**src/rtl/sdu_seq_ctrl_pkg.sv**
```systemverilog
// Shared definitions for the pulse-sequence controller: state encoding and
// the default counter width.
package sdu_seq_ctrl_pkg;

   localparam int unsigned CNT_W_DEF = 16;

   typedef enum logic [1:0] {
      IDLE   = 2'd0,
      TX     = 2'd1,
      LISTEN = 2'd2,
      DONE   = 2'd3
   } state_t;

endpackage

```
**src/rtl/sdu_dcount.sv**
```systemverilog
// Loadable down-counter with a zero flag. The count saturates at zero, so it
// can never wrap.
module sdu_dcount #(
   parameter int unsigned W = 16
) (
   input  logic         clk,
   input  logic         reset_n,
   input  logic         load,
   input  logic         dec,
   input  logic [W-1:0] load_val,
   output logic         zero
);

   logic [W-1:0] r_cnt;

   always_ff @(posedge clk) begin
      if (!reset_n) begin
         r_cnt <= '0;
      end else if (load) begin
         r_cnt <= load_val;
      end else if (dec && (r_cnt != '0)) begin
         r_cnt <= r_cnt - W'(1);
      end
   end

   assign zero = (r_cnt == '0);

endmodule

```
**src/rtl/sdu_seq_ctrl.sv**
```systemverilog
// Pulse-sequence controller: plays TX for seq_len cycles, opens a listen
// window, repeats num_reps times, then issues a one-cycle done strobe.
module sdu_seq_ctrl
   import sdu_seq_ctrl_pkg::*;
#(
   parameter int unsigned CNT_W = CNT_W_DEF
) (
   input  logic             clk,
   input  logic             reset_n,
   input  logic             start,
   input  logic             abort,
   input  logic [CNT_W-1:0] seq_len,
   input  logic [CNT_W-1:0] listen_len,
   input  logic [CNT_W-1:0] num_reps,
   output logic             sdu_tx_en,
   output logic             rx_win,
   output logic             sdu_seq_done_strobe,
   output logic             busy,
   output logic [CNT_W-1:0] rep_idx,
   output logic             aborted,
   output logic             cfg_err
);

   state_t           r_state, w_state_nxt;
   logic [CNT_W-1:0] r_seq_len, w_seq_len_nxt;
   logic [CNT_W-1:0] r_listen_len, w_listen_len_nxt;
   logic [CNT_W-1:0] r_num_reps, w_num_reps_nxt;
   logic [CNT_W-1:0] r_rep_idx, w_rep_idx_nxt;
   logic             r_aborted, w_aborted_nxt;
   logic             r_cfg_err, w_cfg_err_nxt;
   logic             r_tx_en, r_rx_win, r_strobe, r_busy;

   logic             w_load, w_dec, w_zero;
   logic [CNT_W-1:0] w_load_val;
   logic [CNT_W-1:0] w_listen_load;

   // Phase counter holds remaining cycles minus one; zero marks the last cycle.
   sdu_dcount #(.W(CNT_W)) u_phase_cnt (
      .clk      (clk),
      .reset_n  (reset_n),
      .load     (w_load),
      .dec      (w_dec),
      .load_val (w_load_val),
      .zero     (w_zero)
   );

   // A zero listen length still yields one window cycle so replay rewinds.
   assign w_listen_load = (r_listen_len == '0) ? '0 : (r_listen_len - CNT_W'(1));

   always_comb begin
      w_state_nxt      = r_state;
      w_seq_len_nxt    = r_seq_len;
      w_listen_len_nxt = r_listen_len;
      w_num_reps_nxt   = r_num_reps;
      w_rep_idx_nxt    = r_rep_idx;
      w_aborted_nxt    = r_aborted;
      w_cfg_err_nxt    = r_cfg_err;
      w_load           = 1'b0;
      w_dec            = 1'b0;
      w_load_val       = '0;

      if ((r_state != IDLE) && abort) begin
         w_state_nxt   = IDLE;
         w_aborted_nxt = 1'b1;
      end else begin
         case (r_state)
            IDLE: begin
               if (start && !abort) begin
                  w_aborted_nxt = 1'b0;
                  w_rep_idx_nxt = '0;
                  if ((seq_len != '0) && (num_reps != '0)) begin
                     w_seq_len_nxt    = seq_len;
                     w_listen_len_nxt = listen_len;
                     w_num_reps_nxt   = num_reps;
                     w_cfg_err_nxt    = 1'b0;
                     w_load           = 1'b1;
                     w_load_val       = seq_len - CNT_W'(1);
                     w_state_nxt      = TX;
                  end else begin
                     w_cfg_err_nxt = 1'b1;
                     w_state_nxt   = DONE;
                  end
               end
            end
            TX: begin
               if (w_zero) begin
                  w_load      = 1'b1;
                  w_load_val  = w_listen_load;
                  w_state_nxt = LISTEN;
               end else begin
                  w_dec = 1'b1;
               end
            end
            LISTEN: begin
               if (w_zero) begin
                  if (r_rep_idx == (r_num_reps - CNT_W'(1))) begin
                     w_state_nxt = DONE;
                  end else begin
                     w_rep_idx_nxt = r_rep_idx + CNT_W'(1);
                     w_load        = 1'b1;
                     w_load_val    = r_seq_len - CNT_W'(1);
                     w_state_nxt   = TX;
                  end
               end else begin
                  w_dec = 1'b1;
               end
            end
            DONE: begin
               w_state_nxt = IDLE;
            end
            default: begin
               w_state_nxt = IDLE;
            end
         endcase
      end
   end

   // Outputs are decoded from the next state and registered, so each is a flop.
   always_ff @(posedge clk) begin
      if (!reset_n) begin
         r_state      <= IDLE;
         r_seq_len    <= '0;
         r_listen_len <= '0;
         r_num_reps   <= '0;
         r_rep_idx    <= '0;
         r_aborted    <= 1'b0;
         r_cfg_err    <= 1'b0;
         r_tx_en      <= 1'b0;
         r_rx_win     <= 1'b0;
         r_strobe     <= 1'b0;
         r_busy       <= 1'b0;
      end else begin
         r_state      <= w_state_nxt;
         r_seq_len    <= w_seq_len_nxt;
         r_listen_len <= w_listen_len_nxt;
         r_num_reps   <= w_num_reps_nxt;
         r_rep_idx    <= w_rep_idx_nxt;
         r_aborted    <= w_aborted_nxt;
         r_cfg_err    <= w_cfg_err_nxt;
         r_tx_en      <= (w_state_nxt == TX);
         r_rx_win     <= (w_state_nxt == LISTEN);
         r_strobe     <= (w_state_nxt == DONE);
         r_busy       <= (w_state_nxt != IDLE);
      end
   end

   assign sdu_tx_en           = r_tx_en;
   assign rx_win              = r_rx_win;
   assign sdu_seq_done_strobe = r_strobe;
   assign busy                = r_busy;
   assign rep_idx             = r_rep_idx;
   assign aborted             = r_aborted;
   assign cfg_err             = r_cfg_err;

endmodule
```
**config.mk**
```make
export PLATFORM = sky130hd
export DESIGN_NAME = sdu_seq_ctrl
export DESIGN_NICKNAME = d
export VERILOG_FILES = /design/src/rtl/sdu_seq_ctrl_pkg.sv /design/src/rtl/sdu_dcount.sv /design/src/rtl/sdu_seq_ctrl.sv
export SDC_FILE = /design/constraint.sdc
export NUM_CORES = 1
export LEC_CHECK = 0
export CAP_MARGIN = 15
export CORE_MARGIN = 2
export CORE_UTILIZATION = 69
export CTS_CLUSTER_DIAMETER = 200
export CTS_CLUSTER_SIZE = 16
export DETAILED_ROUTE_END_ITERATION = 8
export DONT_BUFFER_PORTS = 1
export GPL_TIMING_DRIVEN = 1
export PLACE_DENSITY = 0.88
export SYNTH_ARGS = -nofsm -noshare
export SYNTH_HDL_FRONTEND = slang
export SYNTH_SLANG_ARGS = --single-unit
```
**constraint.sdc**
```tcl
create_clock -name clk -period 4.7 [get_ports clk]
set_clock_uncertainty 0.2 [all_clocks]
set_input_delay 0.94 -clock clk [delete_from_list [all_inputs] [get_ports clk]]
set_output_delay 0.94 -clock clk [all_outputs]
set_load 0.05 [all_outputs]
```
==> results of run 1 <==
layer usage:
layer	routed length [µm]	track usage	share of wire
met1	5990	0.464	0.42
met2	6570	0.544	0.46
met3	1430	0.0733	0.10
met4	302	0.0895	0.021
met5	0	0	0
worst max-delay path: cells and delay by family (launching register included):
family                     cells  cell delay, ps
AOI/OAI and AO/OA              5            1440
and+or+nand+nor                3            1460
DFF                            1             380
buffers and inverters          2             400
adders and majority gates      1             220
worst paths after layout:
check,endpoint,start
worst max register to register,u_phase_cnt.r_cnt[7],r_num_reps[0]
worst max-delay path,u_phase_cnt.r_cnt[7],r_num_reps[0]
worst min-delay path,r_listen_len[9],r_listen_len[9]
worst min register to register,r_listen_len[9],r_listen_len[9]
registers in the layout, indices dropped and copies added, names as in the netlist:
| signal | cells |
|---|---|
| busy | 1 |
| r_seq_len | 16 |
| u_phase_cnt.r_cnt | 16 |
| sdu_tx_en | 1 |
| sdu_seq_done_strobe | 1 |
| aborted | 1 |
| r_listen_len | 16 |
| rep_idx | 16 |
| cfg_err | 1 |
| r_state | 2 |
| r_num_reps | 16 |
| rx_win | 1 |
area by class of cell:
| class | instances | area (µm²) |
|---|---|---|
| Inverter | 21 | 78.8 |
| Clock buffer | 11 | 151 |
| Clock inverter | 4 | 53.8 |
| Fill cell | 584 | 1900 |
| Sequential cell | 88 | 1760 |
| Tap cell | 102 | 128 |
| Timing Repair Buffer | 15 | 113 |
| Multi-Input combinational cell | 557 | 3540 |
cells in the mapped netlist (14+ instances only):
master,n
a21oi_1,66
or4_1,15
nor4_1,22
nand3_1,14
a211oi_2,24
nor3_1,23
xor2_1,33
dfxtp_1,88
inv_1,19
nor2_1,39
clkbuf_1,25
xnor2_1,41
o22ai_1,16
or3_1,14
nand2_1,125
report_power, final:
group          internal [mW]  total (mW)  switching (mW)
sequential             0.818       0.917          0.0993
combinational          0.284       0.699           0.415
clock                  0.273       0.549           0.276
total                   1.37        2.16           0.790
logic make-up after synthesis:
group                    count (synthesis)
XOR/XNOR                                74
AND/OR/NAND/NOR                        303
AO/OA/AOI/OAI                          166
flip-flops                              88
adder cells (fa/ha/maj)                 13
buffers and inverters                   52
multiplexers                             1
==> out/results.txt, run 1 <==
Status -> finished clean
Yosys cell types -> 62
Post-cts resize count -> 0
Post-CTS Hold Buffers -> 0
Cell area power density -> 372 nW/µm²
Final ANT Viol Nets -> 0
Post-Synth Adder-Cell Area -> 0.0294
Number of synthesized flops with an enable pin -> 0
CP required -> 4790 ps
Post-CTS Setup Inserts -> 0
Max clock buf depth -> 2
Final setup margin -> 534 ps
Critical path type -> reg -> reg
Die X -> 93.5 µm
Layout cell share with drive strength beyond 1 -> 0.101
Hold path cells -> 2
Most common cell on crit path -> a211oi_2
Post-place setup slack -> 591 ps
Sequential area share after synthesis -> 0.319
IO Port Bufs -> 0
CTS tree -> yes
GR Util All Layers -> 0.340
Avg WL per Cell -> 17.9 µm
Largest family of logic cells by synthesized area -> simple AND/OR/NAND/NOR gates
Post-Syn Area -> 5530 µm²
CP Max Fanout -> 21
1st-iter DRT viols -> 461
TritonRoute pass-1 iters -> 6
Min-Delay Path Class -> reg -> reg
CTS Buf Count -> 9
RSZ-0062 raised after global routing -> no
Leak pwr -> 2.05 nW
Cell Area, Placed -> 5620 µm²
Slew Limit Fails -> 0
Initial antenna violation count -> 0
Maximum VDD drop -> 0.196 mV
Reg2Reg Depth -> 11
Initial cell density of the core -> 0.715
Area Growth Syn to Fin -> 5.43%
Antenna cells -> 0
Root Buffer -> clkbuf_8
Max_slew headroom -> 0.469
Inst Count DP -> 783
Post-synthesis mux area share -> 0.00181
TNS Setup -> 0 ps
Final worst-path cycle share -> 0.886
Hold slack -> 287 ps
WL final -> 14,300 µm
GRT overflow -> 0
RD Place Congestion -> 1.05
Syn_nets -> 762
Mean Syn Cell Area -> 7.93 µm²
Post-synth top area cell -> dfxtp_1
Fin util -> 0.754
Critical Path AT -> 4260 ps
Pwr Total -> 2.16 mW
# clock sinks -> 88
Nets -> 757
Largest net degree at the start of global routing -> 50
Worst setup EP type -> flop
Area fraction in compound gates after synthesis -> 0.213
Final Hold Fails -> 0
CORE AREA -> 7730 µm²
Commonest non-fill, non-tap cells in the layout -> nand2_1 (125), dfxtp_1 (88), a21oi_1 (66), xnor2_1 (41), nor2_1 (39)
Startpoint types -> flop
Xor/xnor share of the synthesized area -> 0.117
DIE AREA -> 8740 µm²
Fin crit period -> 4170 ps
FP Rows -> 32
R2R setup slack -> 530 ps
# DRC -> 0
First-pass GRT wire length -> 23,600 µm
Clk_lat worst skew -> 370 ps
Main synth FF type -> dfxtp_1
Ys async rst share -> 0
Synth area leaders -> dfxtp_1 (32%), nand2_1 (8.5%), xnor2_1 (6.5%)
Via count -> 5,185
Worst path max stage delay -> 600 ps
# setup viols final -> 0
H-tree depth -> 3
Max Cap Violations -> 0
Seq cells post-synth -> 88
Max Clk Rate -> 0.240 GHz
Fin area -> 5830 µm²
HPWL after DPL -> 10,600 µm
Commonest non-fill, non-tap cell in the layout -> nand2_1
Top cell type's share of synthesized area -> 0.319
DIE HEIGHT -> 93.5 µm
Warnings from Yosys -> 0
Critical Path Slowest Stage Cell -> a31oi_4
Critical path, cell by cell -> inv_1 -> ha_1 -> or4b_1 -> nor4_1 -> o21ai_1 -> a221o_1 -> or4_4 -> a31oi_4 -> buf_4 -> a211oi_2 -> a211oi_2
Clock transition at the registers of the reported paths -> 100 ps
Post-Synthesis Cells -> 697
Number of global-route vias before repair -> 4,866
Final Non-Filler Cells -> 798
IO Pins -> 74
Via/cell ratio -> 6.50
Tightest Pin Transition -> 777 ps
Simple-gate share of the synthesized area -> 0.279
(Power assumes the default switching activity.)
==> run 2: changes to the inputs <==
CORE_UTILIZATION = 53   (was 69)
PLACE_DENSITY = 0.71   (was 0.88)
==> out/results.txt, run 2 (synthesis results as in run 1) <==
Max clock buf depth -> 2
Initial cell density of the core -> 0.540
CORE AREA -> 10,200 µm²
CTS Buf Count -> 9
IO Port Bufs -> 0
Switching Share -> 0.355
Int Pwr -> 1.43 mW
Antenna cells -> 0
Number of global-route vias before repair -> 4,796
Fin crit period -> 3800 ps
# clock sinks -> 88
GR Util All Layers -> 0.264
Status -> finished clean
RSZ-0062 raised after global routing -> no
TNS Setup -> 0 ps
1st-iter DRT viols -> 313
Slew Limit Fails -> 0
HPWL after DPL -> 10,800 µm
Clk_lat worst skew -> 370 ps
Critical path, cell by cell -> inv_1 -> ha_1 -> or4b_1 -> nor4_1 -> o21ai_1 -> a221o_1 -> or4_4 -> a31oi_4 -> buf_4 -> o211ai_1 -> o311a_1
CTS tree -> yes
Cell Area, Placed -> 5640 µm²
Tightest Pin Transition -> 864 ps
Final worst-path cycle share -> 0.808
CP Max Fanout -> 32
DIE HEIGHT -> 106 µm
IO Pins -> 74
Maximum VDD drop -> 0.171 mV
Critical Path AT -> 3860 ps
Initial antenna violation count -> 0
Clock transition at the registers of the reported paths -> 90 ps
Commonest non-fill, non-tap cells in the layout -> nand2_1 (125), dfxtp_1 (88), a21oi_1 (66), xnor2_1 (41), nor2_1 (39)
Post-CTS Setup Inserts -> 0
Comb pwr share -> 0.311
Largest net degree at the start of global routing -> 50
Worst path max stage delay -> 590 ps
Final ANT Viol Nets -> 0
Avg WL per Cell -> 17.3 µm
Critical Path Slowest Stage Cell -> or4b_1
Area Growth Syn to Fin -> 6.16%
Clock power frac -> 0.277
Max_slew headroom -> 0.424
Worst setup EP type -> flop
Cell area power density -> 378 nW/µm²
Via count -> 5,003
# DRC -> 0
Layout cell share with drive strength beyond 1 -> 0.0967
Post-CTS Hold Buffers -> 0
Startpoint types -> flop
WL final -> 14,300 µm
Root Buffer -> clkbuf_8
Fin area -> 5870 µm²
Die X -> 106 µm
Final Hold Fails -> 0
Final setup margin -> 900 ps
Leak pwr -> 2.04 nW
Via/cell ratio -> 6.03
P_sw -> 788 µW
Max Clk Rate -> 0.263 GHz
Post-place setup slack -> 933 ps
FP Rows -> 37
RD Place Congestion -> 0.888
Flop pwr share -> 0.412
TritonRoute pass-1 iters -> 5
H-tree depth -> 3
CP required -> 4760 ps
Min-Delay Path Class -> reg -> reg
Max Cap Violations -> 0
Nets -> 753
Commonest non-fill, non-tap cell in the layout -> nand2_1
DIE AREA -> 11,300 µm²
# setup viols final -> 0
First-pass GRT wire length -> 23,800 µm
Critical path type -> reg -> reg
Post-cts resize count -> 0
GRT overflow -> 0
## run 2: cell type report
| class | instances | area [µm²] |
|---|---|---|
| clock inverters | 4 | 76.3 |
| repair buffers | 11 | 82.6 |
| well taps | 136 | 170 |
| clock buffers | 12 | 155 |
| inverters | 21 | 78.8 |
| flip-flops and latches | 88 | 1760 |
| fillers | 969 | 4360 |
| multi-input cells | 557 | 3540 |
## run 2: power by group through the flow
stage | Clock (mW) | Combinational [mW] | Sequential [mW]
after CTS | 0.621 | 0.690 | 0.913
after global routing | 0.649 | 0.770 | 0.926
after floorplan | 0 | 0.574 | 0.910
after global placement | 0 | 0.665 | 0.925
after detailed placement | 0 | 0.684 | 0.931
final | 0.613 | 0.690 | 0.914
## run 2: routing by layer
metal,global-route usage,part of all wire,wire [µm],vias up
met4,0.0818,0.016,226,0
met1,0.364,0.45,6470,2301
li1,-,-,-,2481
met3,0.0619,0.086,1240,24
met5,0,0,0,-
met2,0.408,0.45,6380,197
## run 2: path summary, 6_finish.rpt
kind / startpoint / endpoint / slack (ps) / depth (start not counted)
setup / recovery: r_num_reps[0] / u_phase_cnt.r_cnt[1] / 900 / 11
hold / removal: r_seq_len[15] / r_seq_len[15] / 280 / 2
hold reg to reg: r_seq_len[15] / r_seq_len[15] / 280 / 2
setup reg to reg: r_num_reps[0] / u_phase_cnt.r_cnt[1] / 900 / 11
## run 2: worst max-delay path: cells and delay by family, from the launching register on
kind	cells	cell delay (ps)
compound gates	5	1010
fa+ha+maj	1	220
buf+inv	2	480
flops	1	370
simple gates	3	1410
## run 2: through the flow
step	hold slack [ps]	utilization	cells	total power [mW]
floorplan	246	-	697	1.48
global placement	260	0.551	813	1.59
detailed placement	264	0.551	813	1.61
CTS	277	0.573	829	2.22
global route	313	0.573	829	2.35
finish	280	0.573	829	2.22
